--- src/rtl/wb_stage_pkg.sv ---
// rtl/wb_stage_pkg.sv - shared load-type encoding and widths for the writeback stage
package wb_stage_pkg;

   localparam int DATA_W = 32;
   localparam int ADDR_W = 5;

   typedef enum logic [2:0] {
      LD_NONE = 3'd0,
      LD_LB   = 3'd1,
      LD_LBU  = 3'd2,
      LD_LH   = 3'd3,
      LD_LHU  = 3'd4,
      LD_LW   = 3'd5,
      LD_LWL  = 3'd6,
      LD_LWR  = 3'd7
   } load_type_e;

endpackage

--- src/rtl/load_align.sv ---
// rtl/load_align.sv - combinational load-data alignment, extension and LWL/LWR merge (LWLR_EN)
module load_align
   import wb_stage_pkg::*;
(
   input  load_type_e        load_type,
   input  logic [1:0]        addr_lo,
   input  logic [DATA_W-1:0] alu_data,
   input  logic [DATA_W-1:0] mem_data,
`ifdef LWLR_EN
   input  logic [DATA_W-1:0] rt_old,
`endif
   output logic [DATA_W-1:0] data
);

   logic [7:0]  byte_sel;
   logic [15:0] half_sel;

   assign byte_sel = mem_data[{addr_lo, 3'b000} +: 8];
   assign half_sel = addr_lo[1] ? mem_data[31:16] : mem_data[15:0];

   always_comb begin
      data = alu_data;
      case (load_type)
         LD_NONE: data = alu_data;
         LD_LB:   data = {{24{byte_sel[7]}}, byte_sel};
         LD_LBU:  data = {24'd0, byte_sel};
         LD_LH:   data = {{16{half_sel[15]}}, half_sel};
         LD_LHU:  data = {16'd0, half_sel};
`ifdef LWLR_EN
         LD_LW:   data = mem_data;
         LD_LWL: begin
            case (addr_lo)
               2'd0:    data = {mem_data[7:0],  rt_old[23:0]};
               2'd1:    data = {mem_data[15:0], rt_old[15:0]};
               2'd2:    data = {mem_data[23:0], rt_old[7:0]};
               default: data = mem_data;
            endcase
         end
         LD_LWR: begin
            case (addr_lo)
               2'd0:    data = mem_data;
               2'd1:    data = {rt_old[31:24], mem_data[31:8]};
               2'd2:    data = {rt_old[31:16], mem_data[31:16]};
               default: data = {rt_old[31:8],  mem_data[31:24]};
            endcase
         end
`else
         LD_LW, LD_LWL, LD_LWR: data = mem_data;
`endif
         default: data = alu_data;
      endcase
   end

endmodule

--- src/rtl/wb_stage.sv ---
// rtl/wb_stage.sv - dual-slot writeback pipeline register with load-data hold and WAW resolution (LWLR_EN)
module wb_stage
   import wb_stage_pkg::*;
(
   input  logic              clk,
   input  logic              rst,
   input  logic              stall_i,
   input  logic              flush_i,
   input  logic              m_we1,
   input  logic              m_we2,
   input  logic [ADDR_W-1:0] m_waddr1,
   input  logic [ADDR_W-1:0] m_waddr2,
   input  logic [DATA_W-1:0] m_wdata1,
   input  logic [DATA_W-1:0] m_wdata2,
   input  logic [2:0]        m_load_type,
   input  logic [1:0]        m_addr_lo,
   input  logic [DATA_W-1:0] m_rt_old,
   input  logic [DATA_W-1:0] mem_rdata_i,
   output logic              we1,
   output logic              we2,
   output logic [ADDR_W-1:0] waddr1,
   output logic [ADDR_W-1:0] waddr2,
   output logic [DATA_W-1:0] wdata1,
   output logic [DATA_W-1:0] wdata2
);

   logic              r_we1, r_we2;
   logic [ADDR_W-1:0] r_waddr1, r_waddr2;
   logic [DATA_W-1:0] r_wdata1, r_wdata2;
   load_type_e        r_load_type;
   logic [1:0]        r_addr_lo;
   logic [DATA_W-1:0] hold_data;
   logic              data_held;
   logic [DATA_W-1:0] load_rdata;
`ifdef LWLR_EN
   logic [DATA_W-1:0] r_rt_old;
`else
   logic              unused_rt_old;
   assign unused_rt_old = ^m_rt_old;
`endif

   always_ff @(posedge clk) begin
      if (!rst) begin
         r_we1       <= 1'b0;
         r_we2       <= 1'b0;
         r_waddr1    <= '0;
         r_waddr2    <= '0;
         r_wdata1    <= '0;
         r_wdata2    <= '0;
         r_load_type <= LD_NONE;
         r_addr_lo   <= '0;
         hold_data   <= '0;
         data_held   <= 1'b0;
`ifdef LWLR_EN
         r_rt_old    <= '0;
`endif
      end else if (flush_i) begin
         r_we1     <= 1'b0;
         r_we2     <= 1'b0;
         data_held <= 1'b0;
      end else if (stall_i) begin
         // The cache word is only valid in the load's first WB cycle; keep it for the stall.
         if (!data_held && r_load_type != LD_NONE) begin
            hold_data <= mem_rdata_i;
            data_held <= 1'b1;
         end
      end else begin
         r_we1       <= m_we1;
         r_we2       <= m_we2;
         r_waddr1    <= m_waddr1;
         r_waddr2    <= m_waddr2;
         r_wdata1    <= m_wdata1;
         r_wdata2    <= m_wdata2;
         r_load_type <= load_type_e'(m_load_type);
         r_addr_lo   <= m_addr_lo;
         data_held   <= 1'b0;
`ifdef LWLR_EN
         r_rt_old    <= m_rt_old;
`endif
      end
   end

   assign load_rdata = data_held ? hold_data : mem_rdata_i;

   load_align u_load_align (
      .load_type (r_load_type),
      .addr_lo   (r_addr_lo),
      .alu_data  (r_wdata1),
      .mem_data  (load_rdata),
`ifdef LWLR_EN
      .rt_old    (r_rt_old),
`endif
      .data      (wdata1)
   );

   // Slot 2 is the younger instruction, so it wins a same-register collision.
   assign we2    = r_we2 && (r_waddr2 != '0);
   assign we1    = r_we1 && (r_waddr1 != '0) && !(we2 && (r_waddr2 == r_waddr1));
   assign waddr1 = r_waddr1;
   assign waddr2 = r_waddr2;
   assign wdata2 = r_wdata2;

endmodule

--- config.mk ---
export PLATFORM = sky130hd
export DESIGN_NAME = wb_stage
export DESIGN_NICKNAME = d
export VERILOG_FILES = /design/src/rtl/wb_stage_pkg.sv /design/src/rtl/load_align.sv /design/src/rtl/wb_stage.sv
export SDC_FILE = /design/constraint.sdc
export NUM_CORES = 1
export LEC_CHECK = 0
export CAP_MARGIN = 20
export CORE_MARGIN = 2
export CORE_UTILIZATION = 48
export DETAILED_ROUTE_END_ITERATION = 8
export GPL_TIMING_DRIVEN = 1
export MAX_ROUTING_LAYER = met4
export PLACE_DENSITY = 0.9
export SLEW_MARGIN = 20
export SYNTH_ARGS = -nofsm -noshare
export SYNTH_HDL_FRONTEND = slang
export SYNTH_HIERARCHICAL = 1
export SYNTH_SLANG_ARGS = --single-unit
--- constraint.sdc ---
create_clock -name clk -period 3.8 [get_ports clk]
set_input_delay 0.76 -clock clk [delete_from_list [all_inputs] [get_ports clk]]
set_output_delay 0.76 -clock clk [all_outputs]
set_load 0.01 [all_outputs]
**Word-level counts from Yosys, hierarchy flattened**

Cells that the tools add are included.

- Bits in registers: 114
- Input port bits: 149
- Logic and storage cells: 41

- Equal/unequal tests: 8
- Shift operators: 1
- Muxes and demuxes: 3
- Bitwise logic cells: 3
- Reduce and logical (&&, ||, !) cells: 16

Operators with widths:

| cell | number |
|---|---|
| $pmux W32 S6 | 1 |
| $mux W32 | 1 |
| $shiftx A32 B6 Y8 | 1 |
| $mux W16 | 1 |
| $eq A3 B3 Y1 const B | 4 |
| $reduce_bool A5 Y1 | 2 |
| $eq A3 B2 Y1 const B | 2 |
| $reduce_or A3 Y1 | 2 |
| $eq A5 B5 Y1 | 1 |
| $logic_and A1 B1 Y1 | 5 |
| $eq A3 B1 Y1 const B | 1 |
| $logic_not A3 Y1 | 1 |
| $not A1 Y1 | 3 |
| $reduce_and A3 Y1 | 1 |
| $reduce_bool A3 Y1 | 1 |
| $logic_not A1 Y1 | 2 |
| $reduce_and A2 Y1 | 1 |
| $reduce_or A2 Y1 | 1 |

**Logic depth before layout (Yosys ltp)**

Gate-level depths: netlist (run 1).

- Depth in word-level cells: 5
- Mapped depth: 9
- Gate-level depth less buffers: 6

**Modules after synthesis**

The synthesis (run 1) kept the hierarchy.

Modules (own cells, without submodules):

| module | instances | cells each | area each (µm²) | sequential area each (µm²) |
|---|---|---|---|---|
| wb_stage | 1 | 551 | 4,788.3 | 2,282.2 |
| load_align | 1 | 159 | 1,069.8 | 0.0 |

**Worst setup path before layout (run 1)**

Ideal clock, no wire load.

- Path kind: reg2out
- From: reg data_held
- To: out wdata1[16]
- Arrival time: 2.096 ns
- Required time: 3.040 ns
- Setup slack: 0.944 ns
- Stages on the path, launching flop included: 10
- Buffers on the path: 3
- Path through: dfxtp_1 -> buf_2 -> buf_2 -> mux2_2 -> mux2_4 -> mux2i_2 -> a211o_4 -> o221ai_4 -> buf_8 -> o221a_2

- Longest elaborated chain between the ends: 3
- Elaborated cells between the ends (all ways): 4
- Classes of those cells: shift (1); mux (3)

Ends and longest elaborated chain:

| item | line | text |
|---|---|---|
| start: declaration | wb_stage.sv:33 | `logic data_held;` |
| start signal: assignment | wb_stage.sv:53 | `data_held <= 1'b0;` |
| start signal: assignment | wb_stage.sv:60 | `data_held <= 1'b0;` |
| start signal: assignment | wb_stage.sv:65 | `data_held <= 1'b1;` |
| $mux W32 | wb_stage.sv:83 | `assign load_rdata = data_held ? hold_data : mem_rdata_i;` |
| net load_rdata[23] | wb_stage.sv:34 | `logic [DATA_W-1:0] load_rdata;` |
| $shiftx A32 B6 Y8 | load_align.sv:18 | `assign byte_sel = mem_data[{addr_lo, 3'b000} +: 8];` |
| $pmux W32 S6 | load_align.sv:23 | `case (load_type)` |
| end: declaration | wb_stage.sv:23 | `output logic [DATA_W-1:0] wdata1,` |

The timed path passes the listed nets, and every way through them passes these cells.

**Worst setup path after layout (run 1)**

- From: in mem_rdata_i[7]
- To: out wdata1[13]

- Longest elaborated chain between the ends: 3

Ends and longest elaborated chain:

| item | line | text |
|---|---|---|
| start: declaration | wb_stage.sv:18 | `input logic [DATA_W-1:0] mem_rdata_i,` |
| $mux W32 | wb_stage.sv:83 |  |
| net load_rdata[7] | wb_stage.sv:34 |  |
| $shiftx A32 B6 Y8 | load_align.sv:18 |  |
| $pmux W32 S6 | load_align.sv:23 |  |

The timed path passes the listed nets, and every way through them passes these cells.

==> results of run 1 <==
[synthesized netlist by cell type (2+ instances only)]
cell type / count / area, µm²
or4_1: 2 / 15.01
mux2_2: 39 / 439.2
buf_2: 28 / 140.1
nor2_1: 30 / 112.6
o221a_1: 6 / 67.56
nand3_1: 41 / 205.2
inv_2: 2 / 7.510
a21oi_1: 23 / 115.1
o221a_2: 10 / 112.6
a21boi_0: 83 / 623.1
clkbuf_1: 30 / 112.6
nor3b_1: 2 / 15.01
o21ai_1: 10 / 50.05
a21boi_1: 29 / 217.7
dfxtp_1: 114 / 2282
nand2_1: 166 / 623.1
buf_4: 3 / 22.52
mux2_4: 2 / 30.03
a22oi_1: 8 / 60.06
o21ai_0: 34 / 170.2
or2_1: 2 / 12.51
mux2i_1: 8 / 80.08
nor2_2: 2 / 12.51
a31oi_1: 7 / 43.79
xor2_1: 5 / 43.79
[per-layer routing]
layer  GRT usage  part of all wire  up-vias
met5           -                 0        -
met4      0.1016             0.019        0
li1            -                 -     2816
met2      0.4560              0.47      250
met3     0.08629             0.079       27
met1      0.3552              0.43     2707
[timing repair]
action                                  in CTS  in global routing
gates resized for setup                      9                 20
cloned                                       1                  0
endpoints found under the setup margin      17                 27
pin swaps                                    0                  0
[critical path: stages]
cell and delay, ps:
clkdlybuf4s50_1 530, mux2_2 200, mux2_4 160, mux2i_2 70, a211o_4 380, buf_4 170, o21ai_1 150, clkdlybuf4s50_1 550
[kinds of logic after synthesis]
group	count (synthesis)
AOI/OAI and AO/OA	217
xor gates and xnor gates	5
buffers and inverters	67
DFF	114
muxes	51
and+or+nand+nor	256
[state kept, by name (all words and copies together) (netlist names)]
signal / cells
data_held: 1
hold_data: 32
r_addr_lo: 2
r_load_type: 3
r_wdata1: 32
r_we1: 1
r_we2: 1
waddr1: 5
waddr2: 5
wdata2: 32
[power by group]
group | total [µW] | switching [µW] | internal, µW
sequential | 1280 | 36.9 | 1250
clock | 1550 | 545 | 1010
combinational | 671 | 316 | 355
total | 3500 | 899 | 2610
[placed cells by master (no fill, tap or decap), types with 23 or more instances in the layout]
cell / instances
clkdlybuf4s50_1: 170
nand2_1: 166
dfxtp_1: 111
a21boi_0: 83
nand3_1: 41
mux2_2: 39
o21ai_0: 34
nor2_1: 30
a21boi_1: 29
a21oi_1: 23
[worst max path at each step]
stage,cells after the start,endpoint
after floorplan,9,wdata1[16]
after global placement,8,wdata1[17]
after detailed placement,6,wdata1[3]
after CTS,8,wdata1[18]
after global routing,8,wdata1[13]
final,8,wdata1[13]
[metrics by stage]
stage | util | worst slack, ps | hold slack, ps | power, µW
2_1_floorplan | - | 944.4 | 435.3 | 1625
3_3_place_gp | 0.6571 | -53.89 | 442.1 | 1963
3_5_place_dp | 0.6571 | -63.40 | 449.7 | 1972
4_1_cts | 0.7088 | 1.223 | 459.9 | 3527
5_1_grt | 0.7131 | 11.29 | 476.4 | 3635
6_report | 0.7131 | 55.87 | 457.7 | 3505
[cell type report]
| cell class | instances | area (µm²) |
|---|---|---|
| fillers | 901 | 3432 |
| multi-input cells | 530 | 3318 |
| flip-flops and latches | 114 | 2286 |
| repair buffers | 213 | 2150 |
| clock buffers | 21 | 470.5 |
| well taps | 147 | 183.9 |
| clock inverters | 11 | 110.1 |
| inverters | 3 | 11.26 |
==> summary.txt, run 1 <==
Status
  – Status: complete, no violations

Run
  – Max_cap viols: 0

Clock tree
  – TritonCTS clock tree: built
  – H-tree levels: 4
  – CTS buffer count: 17
  – Reg clk slew, reported paths: around 50 ps
  – Hold buffer count at cts: 0
  – Worst-skew pair later-pin latency: between 400 and 500 ps
  – Postcts setup bufs: 0
  – Root buf cell: clkbuf_16
  – CTS Buffer Depth: 2
  – CTS sink cnt: between 100 and 150

GRT
  – Vias in the first global route: between 5,000 and 6,000
  – All-Layer GR Usage: 0.2901
  – First-pass GRT wire length: 28,320 µm
  – Largest net degree at the start of global routing: a little over 70
  – Grt ovf: 0
  – Initial antenna violation count: 0

Yosys
  – Post-Synth Simple-Gate Area: 0.1850
  – Multiplexer share of the synthesized area: 0.09996
  – Largest family of logic cells by synthesized area: compound AO/OA/AOI/OAI gates
  – Syn Std Cell Area: 5858 µm²
  – Async S/R FF share, synth: 0
  – Count of cell types in the netlist: slightly below 50
  – Syn. warnings: 6
  – Post-synthesis average cell area: between 8 and 9 µm²
  – Ys flop type: dfxtp_1
  – Register area share after synthesis: 0.3896
  – Syn Inst Count: just over 700
  – Post-synth EDFFs: 0
  – Synthesis-stage register bit count: between 100 and 150
  – Synth Area in Adders: 0
  – Mapped Nets: 859
  – Compound-gate portion of the synthesized area: 0.2640
  – Xor/xnor share of the synthesized area: 0.007475

Power
  – Maximum vdd drop: around 0.00037 V
  – Pleak: between 0.003 and 0.004 µW
  – PwrDens: 410.9 nW/µm²

STA
  – Setup Viol. Count Final: 0
  – Crit share post-route: 0.9853
  – Hold Fails Final Rpt: 0
  – Final worst clock skew: between 15 and 20 ps
  – Fmax: between 200 and 300 MHz
  – Setup TNS Final: 0 ps
  – Slew Limit Fails: 0
  – RSZ-0062 raised after global routing: no
  – Least-Margin Pin Slew: between 900 and 1000 ps
  – Rel. slew slack: 0.3473
  – Final min period: around 3700 ps

Final layout
  – Fin area: between 8000 and 9000 µm²
  – Final cell count without fillers: about 1,000
  – Antenna cells: 0
  – # nets final: 1,028
  – Synth-to-Final Area Change: 45.60%
  – Share of layout cells above drive strength 1: 0.1390

Floorplan
  – Die area: between 10,000 and 15,000 µm²
  – DIE WIDTH: 114.5 µm
  – Core ar.: approximately 12,000 µm²
  – Starting Density: 0.4897
  – Cell Rows: 40
  – I/O pin total: 225
  – DIE HEIGHT: approximately 110 µm

Min path
  – Hold Path Cell Cnt: 2
  – Hold Path Sink: wdata2[21]
  – Worst hold path class: reg2reg
  – Hold_sp: wdata2[21]

Worst setup path
  – CP startpoint kind: input pin
  – CP startpoint: mem_rdata_i[7]
  – CP Max Fanout: 8
  – Critical setup path kind: in2out
  – CP Capture Type: output port
  – R2r setup slk: about 1900 ps
  – Reg2Reg Launch Point: r_load_type[0]
  – Worst path required time: 3040 ps
  – R2R depth: 3
  – RR Endpoint: hold_data[21]
  – Critical path arrival: around 3000 ps

Detailed routing
  – Drt via density: around 5.6
  – Pre-antenna DRT Iters: 5
  – DRT iter0 DRCs: 527
  – DR vias: about 5,800
  – ANT nets after route: 0
  – Wire length per cell: approximately 18 µm
  – DRT Wirelength: between 15,000 and 20,000 µm
  – Remaining DRCs: 0

Placement
  – Post-placement cell area: ~7900 µm²
  – Dpl hpwl: 12,680 µm
  – IO buf count: 192
  – Placed instance count: 1,006
  – GP Congestion: between 0.8 and 0.9
Note: power is estimated with default switching activity, not from simulation.
==> run 2: changes to the inputs <==
--- a/config.mk
+++ b/config.mk
@@ -12,6 +12,7 @@
 export GPL_TIMING_DRIVEN = 1
 export MAX_ROUTING_LAYER = met4
 export PLACE_DENSITY = 0.9
+export SETUP_SLACK_MARGIN = 0.4
 export SLEW_MARGIN = 20
 export SYNTH_ARGS = -nofsm -noshare
 export SYNTH_HDL_FRONTEND = slang
==> run 2 against run 1 <==
Net effect:
- sequential share of layout area about the same
- critical path depth decreased by 1
- combinational power shrank 0.9%
- register-to-register slack got worse by 170 ps
- first-iteration DRC count grew 6.3%
- sequential cell count did not move
- clock-buffer cell count unchanged
- die area did not move
- hold slack lost 1.1 ps
- total power shrank 0.27%
- non-clock buffer count increased by 7
- critical endpoint is now wdata1[2]
==> summary.txt, run 2 (synthesized netlist as in run 1, its figures left out) <==
Status
  – Status: complete, no violations

Final layout
  – Most common cell after layout, fill and taps aside: nand2_1
  – Fin area: 8542 µm² (+0.15%)
  – Fillers: 900 (-0.11%)
  – Most frequent cells in the layout: nand2_1, clkdlybuf4s50_1, dfxtp_1
  – # nets final: 1,035 (+0.68%)
  – Share of layout cells above drive strength 1: 0.1713 (+0.03229)
  – Antenna cells: 0 (unchanged)
  – Multi-input gate area: 3379 µm² (+1.8%)
  – Synth-to-Final Area Change: 45.81%
  – Sequential cell area: 2291 µm² (+0.22%)

Floorplan
  – Starting Density: 0.4897 (unchanged)
  – I/O pin total: 225 (unchanged)
  – Die area: 13,100 µm² (unchanged)
  – Cell Rows: 40 (unchanged)
  – DIE WIDTH: 114.5 µm (unchanged)
  – Core ar.: 11,960 µm² (unchanged)
  – DIE HEIGHT: 114.5 µm (unchanged)

Worst setup path
  – Worst-path cell chain: clkdlybuf4s50_1 > mux2_2 > mux2i_1 > nor2_1 > a21oi_1 > a31oi_1 > clkdlybuf4s50_1
  – CP most frequent cell: clkdlybuf4s50_1
  – CP Capture Type: output port
  – Max incr delay on CP: 580 ps (+30 ps)
  – CP Buf/Inv Count: 2 (-1)
  – Worst path required time: 3040 ps (about the same)
  – CP Max Fanout: 4 (-4)
  – Critical setup path kind: in2out
  – Critical path arrival: 2590 ps (-390 ps)
  – CP startpoint kind: input pin
  – Slowest cell on crit path: clkdlybuf4s50_1
  – Critical path's top delay family: buffers and inverters

GRT
  – Largest net degree at the start of global routing: 72 (unchanged)
  – Met2 Use GR: 0.4501 (-0.005917)
  – Met1 Track Usage GR: 0.3557 (+0.0005665)
  – All-Layer GR Usage: 0.2917 (+0.001566)
  – Vias in the first global route: 5,593 (+0.70%)
  – GR Util met3: 0.09105 (+0.004764)
  – Grt ovf: 0 (unchanged)
  – Initial antenna violation count: 0 (unchanged)
  – First-pass GRT wire length: 28,480 µm (+0.56%)
  – Global route hottest layer: met2

STA
  – Post-route setup slack: 447.1 ps (+391.2 ps)
  – Hold Fails Final Rpt: 0 (unchanged)
  – Rel. slew slack: 0.3342 (-0.01311)
  – Final min period: 3353 ps (-391.2 ps)
  – Least-Margin Pin Slew: 995.5 ps (+19.60 ps)
  – RSZ-0062 raised after global routing: no
  – Fmax: 298.2 MHz (+12%)
  – Setup Viol. Count Final: 0 (unchanged)
  – Slew Limit Fails: 0 (unchanged)
  – Crit share post-route: 0.8824 (-0.1029)
  – Final worst clock skew: 12.25 ps (-5.512 ps)

Power
  – Switching pwr: 901.0 µW (+0.26%)
  – Clock Power Share: 0.443 (about the same)
  – PwrDens: 409.2 nW/µm² (-0.41%)
  – Switching fraction of total power: 0.2578 (+0.001363)
  – Maximum vdd drop: 0.0003723 V (+0.15%)
  – Pleak: 0.003204 µW (-2.5%)
  – Sequential share of power: 0.367 (about the same)
  – Power share of the combinational group: 0.190 (about the same)
  – Internal power: 2594 µW (-0.45%)

Clock tree
  – Reg clk slew, reported paths: 50 ps (about the same)
  – Hold buffer count at cts: 0 (unchanged)
  – Root buf cell: clkbuf_16
  – CTS Buffer Depth: 2 (unchanged)
  – TritonCTS clock tree: built
  – CTS sink cnt: 114 (unchanged)
  – CTS buffer count: 17 (unchanged)
  – H-tree levels: 4 (unchanged)
  – Worst-skew pair later-pin latency: 420 ps (about the same)

Detailed routing
  – ANT nets after route: 0 (unchanged)
  – Wire length per cell: 17.72 µm (+0.23%)
  – Drt via density: 5.630 (+0.85%)
  – DRT iter0 DRCs: 560 (+6.3%)
  – DR vias: 5,889 (+1.5%)
  – Remaining DRCs: 0 (unchanged)
  – DRT Wirelength: 18,530 µm (+0.90%)
  – Pre-antenna DRT Iters: 5 (unchanged)

Min path
  – Worst hold path class: reg2reg

Placement
  – Dpl hpwl: 12,680 µm (unchanged)
  – Post-placement cell area: 7860 µm² (unchanged)
  – IO buf count: 192 (unchanged)
  – GP Congestion: 0.8764 (unchanged)
  – Pre-CTS setup slack: -63.40 ps (unchanged)

Run
  – Max_cap viols: 0 (unchanged)
[run 2: metal layers]
layer	up-vias	share of wire
li1	2835	-
met1	2742	0.42
met2	272	0.46
met3	40	0.091
met4	0	0.026
met5	-	0
[run 2: cell type report]
type,instances,share of cell area
multi-input cells,530,0.3956
flip-flops and latches,114,0.2682
repair buffers,220,0.2453
clock buffers,21,0.05508
well taps,147,0.02153
clock inverters,11,0.01289
inverters,3,0.001318
[run 2: power by group through the flow]
stage,logic [µW],clock network [µW],registers (µW)
2_1_floorplan,323,0,1300
5_1_grt,713,1630,1290
6_report,665,1550,1280
3_3_place_gp,660,0,1300
3_5_place_dp,666,0,1310
4_1_cts,652,1570,1280
[run 2: per-stage QoR]
stage / util / instances / hold slack (ps) / TNS, ps / total power, µW
2_1_floorplan: - / 710 / 435.3 / 0 / 1625
3_3_place_gp: 0.6571 / 1006 / 442.1 / -199.6 / 1963
3_5_place_dp: 0.6571 / 1006 / 449.7 / -401.0 / 1972
4_1_cts: 0.7052 / 1039 / 459.9 / 0 / 3505
5_1_grt: 0.7141 / 1046 / 476.4 / 0 / 3629
6_report: 0.7141 / 1046 / 456.6 / 0 / 3495
[run 2: worst reg2reg max path: stages, from the launching register on]
cell and delay (ps):
dfxtp_2 450, nor3_4 880, o21ai_0 320, a21boi_0 320
[run 2: worst paths after layout]
check / from / end / slack, ps / cells past startpoint
min reg2reg: r_wdata1[8] / r_wdata1[8] / 460 / 2
min: r_wdata1[8] / r_wdata1[8] / 460 / 2
max reg2reg: r_load_type[2] / hold_data[22] / 1720 / 3
max: mem_rdata_i[18] / wdata1[2] / 450 / 7
[run 2: repair_timing]
item	CTS	global route
cloned	1	0
pin swaps	3	3
gates resized for setup	99	20
endpoints found under the setup margin	32	25
setup buffers	0	7
==> run 3: changes to the inputs <==
--- a/config.mk
+++ b/config.mk
@@ -12,6 +12,7 @@
 export GPL_TIMING_DRIVEN = 1
 export MAX_ROUTING_LAYER = met4
 export PLACE_DENSITY = 0.9
+export REMOVE_ABC_BUFFERS = 1
 export SETUP_SLACK_MARGIN = 0.4
 export SLEW_MARGIN = 20
 export SYNTH_ARGS = -nofsm -noshare
==> run 3 against run 2 <==
Net effect:
- sequential power about the same
- clock skew down 0.85 ps
- register-to-register slack worse by 100 ps
- total power down 0.51%
- clock power about the same
- largest power group unchanged
==> summary.txt, run 3 (synthesized netlist as in run 1, its figures left out) <==
Worst setup path
  – Slowest cell on crit path: clkdlybuf4s50_1
  – Reg2Reg Launch Point: r_load_type[2]
  – Worst path required time: 3040 ps (about the same)
  – CP Buf/Inv Count: 2 (unchanged)
  – Critical path arrival: 2610 ps (+20 ps)
  – CP startpoint kind: input pin
  – CP Max Fanout: 4 (unchanged)
  – Critical path's top delay family: buffers and inverters
  – CP most frequent cell: clkdlybuf4s50_1
  – Worst-path cell chain: clkdlybuf4s50_1 > mux2_2 > mux2i_1 > nor2_1 > a21oi_1 > a31oi_1 > clkdlybuf4s50_1
  – CP startpoint: mem_rdata_i[18]
  – CP Capture Type: output port
  – Max incr delay on CP: 580 ps (about the same)
  – Critical setup path kind: in2out

Floorplan
  – Cell Rows: 40 (unchanged)
  – Die area: 13,100 µm² (unchanged)
  – I/O pin total: 225 (unchanged)
  – DIE WIDTH: 114.5 µm (unchanged)
  – Core ar.: 11,960 µm² (unchanged)
  – Starting Density: 0.4897 (unchanged)
  – DIE HEIGHT: 114.5 µm (unchanged)

Final layout
  – Sequential cell area: 2288 µm² (-0.11%)
  – Share of layout cells above drive strength 1: 0.1620 (-0.009290)
  – Fillers: 923 (+2.6%)
  – Final cell count without fillers: 1,043 (-0.29%)
  – Synth-to-Final Area Change: 45.39%
  – Multi-input gate area: 3393 µm² (+0.41%)
  – Most frequent cells in the layout: nand2_1, clkdlybuf4s50_1, dfxtp_1
  – Most common cell after layout, fill and taps aside: nand2_1
  – # nets final: 1,032 (-0.29%)

Power
  – Clock Power Share: 0.438 (-0.005)
  – Power share of the combinational group: 0.194 (+0.004)
  – Switching pwr: 893.7 µW (-0.81%)
  – Pleak: 0.003175 µW (-0.92%)
  – Sequential share of power: 0.368 (about the same)
  – PwrDens: 408.3 nW/µm² (-0.21%)
  – Switching fraction of total power: 0.2570 (-0.0007838)
  – Internal power: 2584 µW (-0.40%)
  – Maximum vdd drop: 0.0003128 V (-16%)

STA
  – Setup Viol. Count Final: 0 (unchanged)
  – Post-route setup slack: 434.3 ps (-12.80 ps)
  – Rel. slew slack: 0.2978 (-0.03635)
  – RSZ-0062 raised after global routing: no
  – Hold Fails Final Rpt: 0 (unchanged)
  – Final worst clock skew: 11.41 ps (-0.8455 ps)
  – Least-Margin Pin Slew: 1050 ps (+54.34 ps)
  – Slew Limit Fails: 0 (unchanged)
  – Crit share post-route: 0.8857 (+0.003368)
  – Final min period: 3366 ps (+12.80 ps)
  – Fmax: 297.1 MHz (-0.38%)
  – Setup TNS Final: 0 ps (unchanged)

Detailed routing
  – Uppermost routed layer: met4
  – Wire length per cell: 17.52 µm (-1.1%)
  – DR WL met2: 8674 µm (+0.80%)
  – M1 WL: 7673 µm (-1.2%)
  – DRT iter0 DRCs: 556 (-0.71%)
  – Remaining DRCs: 0 (unchanged)
  – DR vias: 5,935 (+0.78%)
  – Pre-antenna DRT Iters: 5 (unchanged)
  – Wire length on met3: 1215 µm (-28%)
  – ANT nets after route: 0 (unchanged)
  – DRT Wirelength: 18,270 µm (-1.4%)
  – Drt via density: 5.690 (+1.1%)

GRT
  – Grt ovf: 0 (unchanged)
  – All-Layer GR Usage: 0.2898 (-0.001893)
  – Largest net degree at the start of global routing: 80 (+11%)
  – Vias in the first global route: 5,727 (+2.4%)
  – First-pass GRT wire length: 29,060 µm (+2.0%)
  – Initial antenna violation count: 1 (+1)

Clock tree
  – CTS buffer count: 17 (unchanged)
  – CTS sink cnt: 114 (unchanged)
  – Hold buffer count at cts: 0 (unchanged)
  – Root buf cell: clkbuf_16
  – Reg clk slew, reported paths: 50 ps (about the same)
  – H-tree levels: 4 (unchanged)
  – CTS Buffer Depth: 2 (unchanged)
  – TritonCTS clock tree: built
  – Worst-skew pair later-pin latency: 420 ps (about the same)

Placement
  – IO buf count: 192 (unchanged)
  – GP Congestion: 0.8883 (+1.4%)
  – Dpl hpwl: 12,140 µm (-4.3%)
  – Pre-CTS setup slack: -24.12 ps (+39.28 ps)
  – Placed instance count: 1,006 (unchanged)

Min path
  – Worst hold path class: reg2reg
  – Hold_sp: r_wdata1[16]

Status
  – Status: complete, no violations

Run
  – Max_cap viols: 0 (unchanged)
## run 3: cell types whose count changed in the layout (fill, tap and decap cells not counted), moves of 3 or more
cell	delta
clkdlybuf4s15_1	-5
clkinv_2	-3
clkbuf_1	+5
buf_4	-7
dlygate4sd2_1	+6
buf_6	+3
## run 3: path summary, 6_finish.rpt
path | to | slack, ps | cells past startpoint
max reg2reg | hold_data[23] | 1620 | 4
min | r_wdata1[16] | 450 | 2
max | wdata1[2] | 430 | 7
min reg2reg | r_wdata1[16] | 450 | 2
## run 3: power by group through the flow
stage	Combinational, µW	Sequential [µW]	Clock, µW
2_1_floorplan	277	1310	0
3_3_place_gp	653	1300	0
3_5_place_dp	661	1300	0
4_1_cts	662	1280	1540
5_1_grt	721	1290	1600
6_report	675	1280	1520
## run 3: routing by layer
| metal | vias up | GRT usage |
|---|---|---|
| met3 | 63 | 0.05982 |
| met5 | - | - |
| met2 | 272 | 0.4438 |
| met1 | 2768 | 0.3616 |
| li1 | 2832 | - |
| met4 | 0 | 0.1496 |
## run 3: through the flow
stage          hold slack [ps]  cell area [µm²]  total power, µW    util
2_1_floorplan            435.3             5553             1589       -
3_3_place_gp             442.5             7848             1954  0.6561
3_5_place_dp             445.4             7848             1965  0.6561
4_1_cts                  452.0             8454             3478  0.7068
5_1_grt                  466.9             8517             3607  0.7120
6_report                 450.6             8517             3478  0.7120
## run 3: cell type report
| cell class | count | area share |
|---|---|---|
| multi-input combinational | 530 | 0.3984 |
| sequential | 114 | 0.2687 |
| timing repair buffer | 217 | 0.2445 |
| clock buffer | 25 | 0.05582 |
| tap | 147 | 0.02160 |
| clock inverter | 6 | 0.009402 |
| inverter | 3 | 0.001322 |
| antenna | 1 | 0.0002938 |
## run 3: worst reg2reg max path, cell delays in order, from the launching register on
cell and delay [ps]:
dfxtp_1 420, buf_4 260, nor3_4 880, o21ai_0 270, a21boi_1 260
## run 3: what timing repair did
action / 4_1_cts / 5_1_grt
resized for setup: 94 / 17
endpoints found under the setup margin: 32 / 8
cloned: 1 / 0
pin swaps: 2 / 2
buffers inserted: 4 / 0
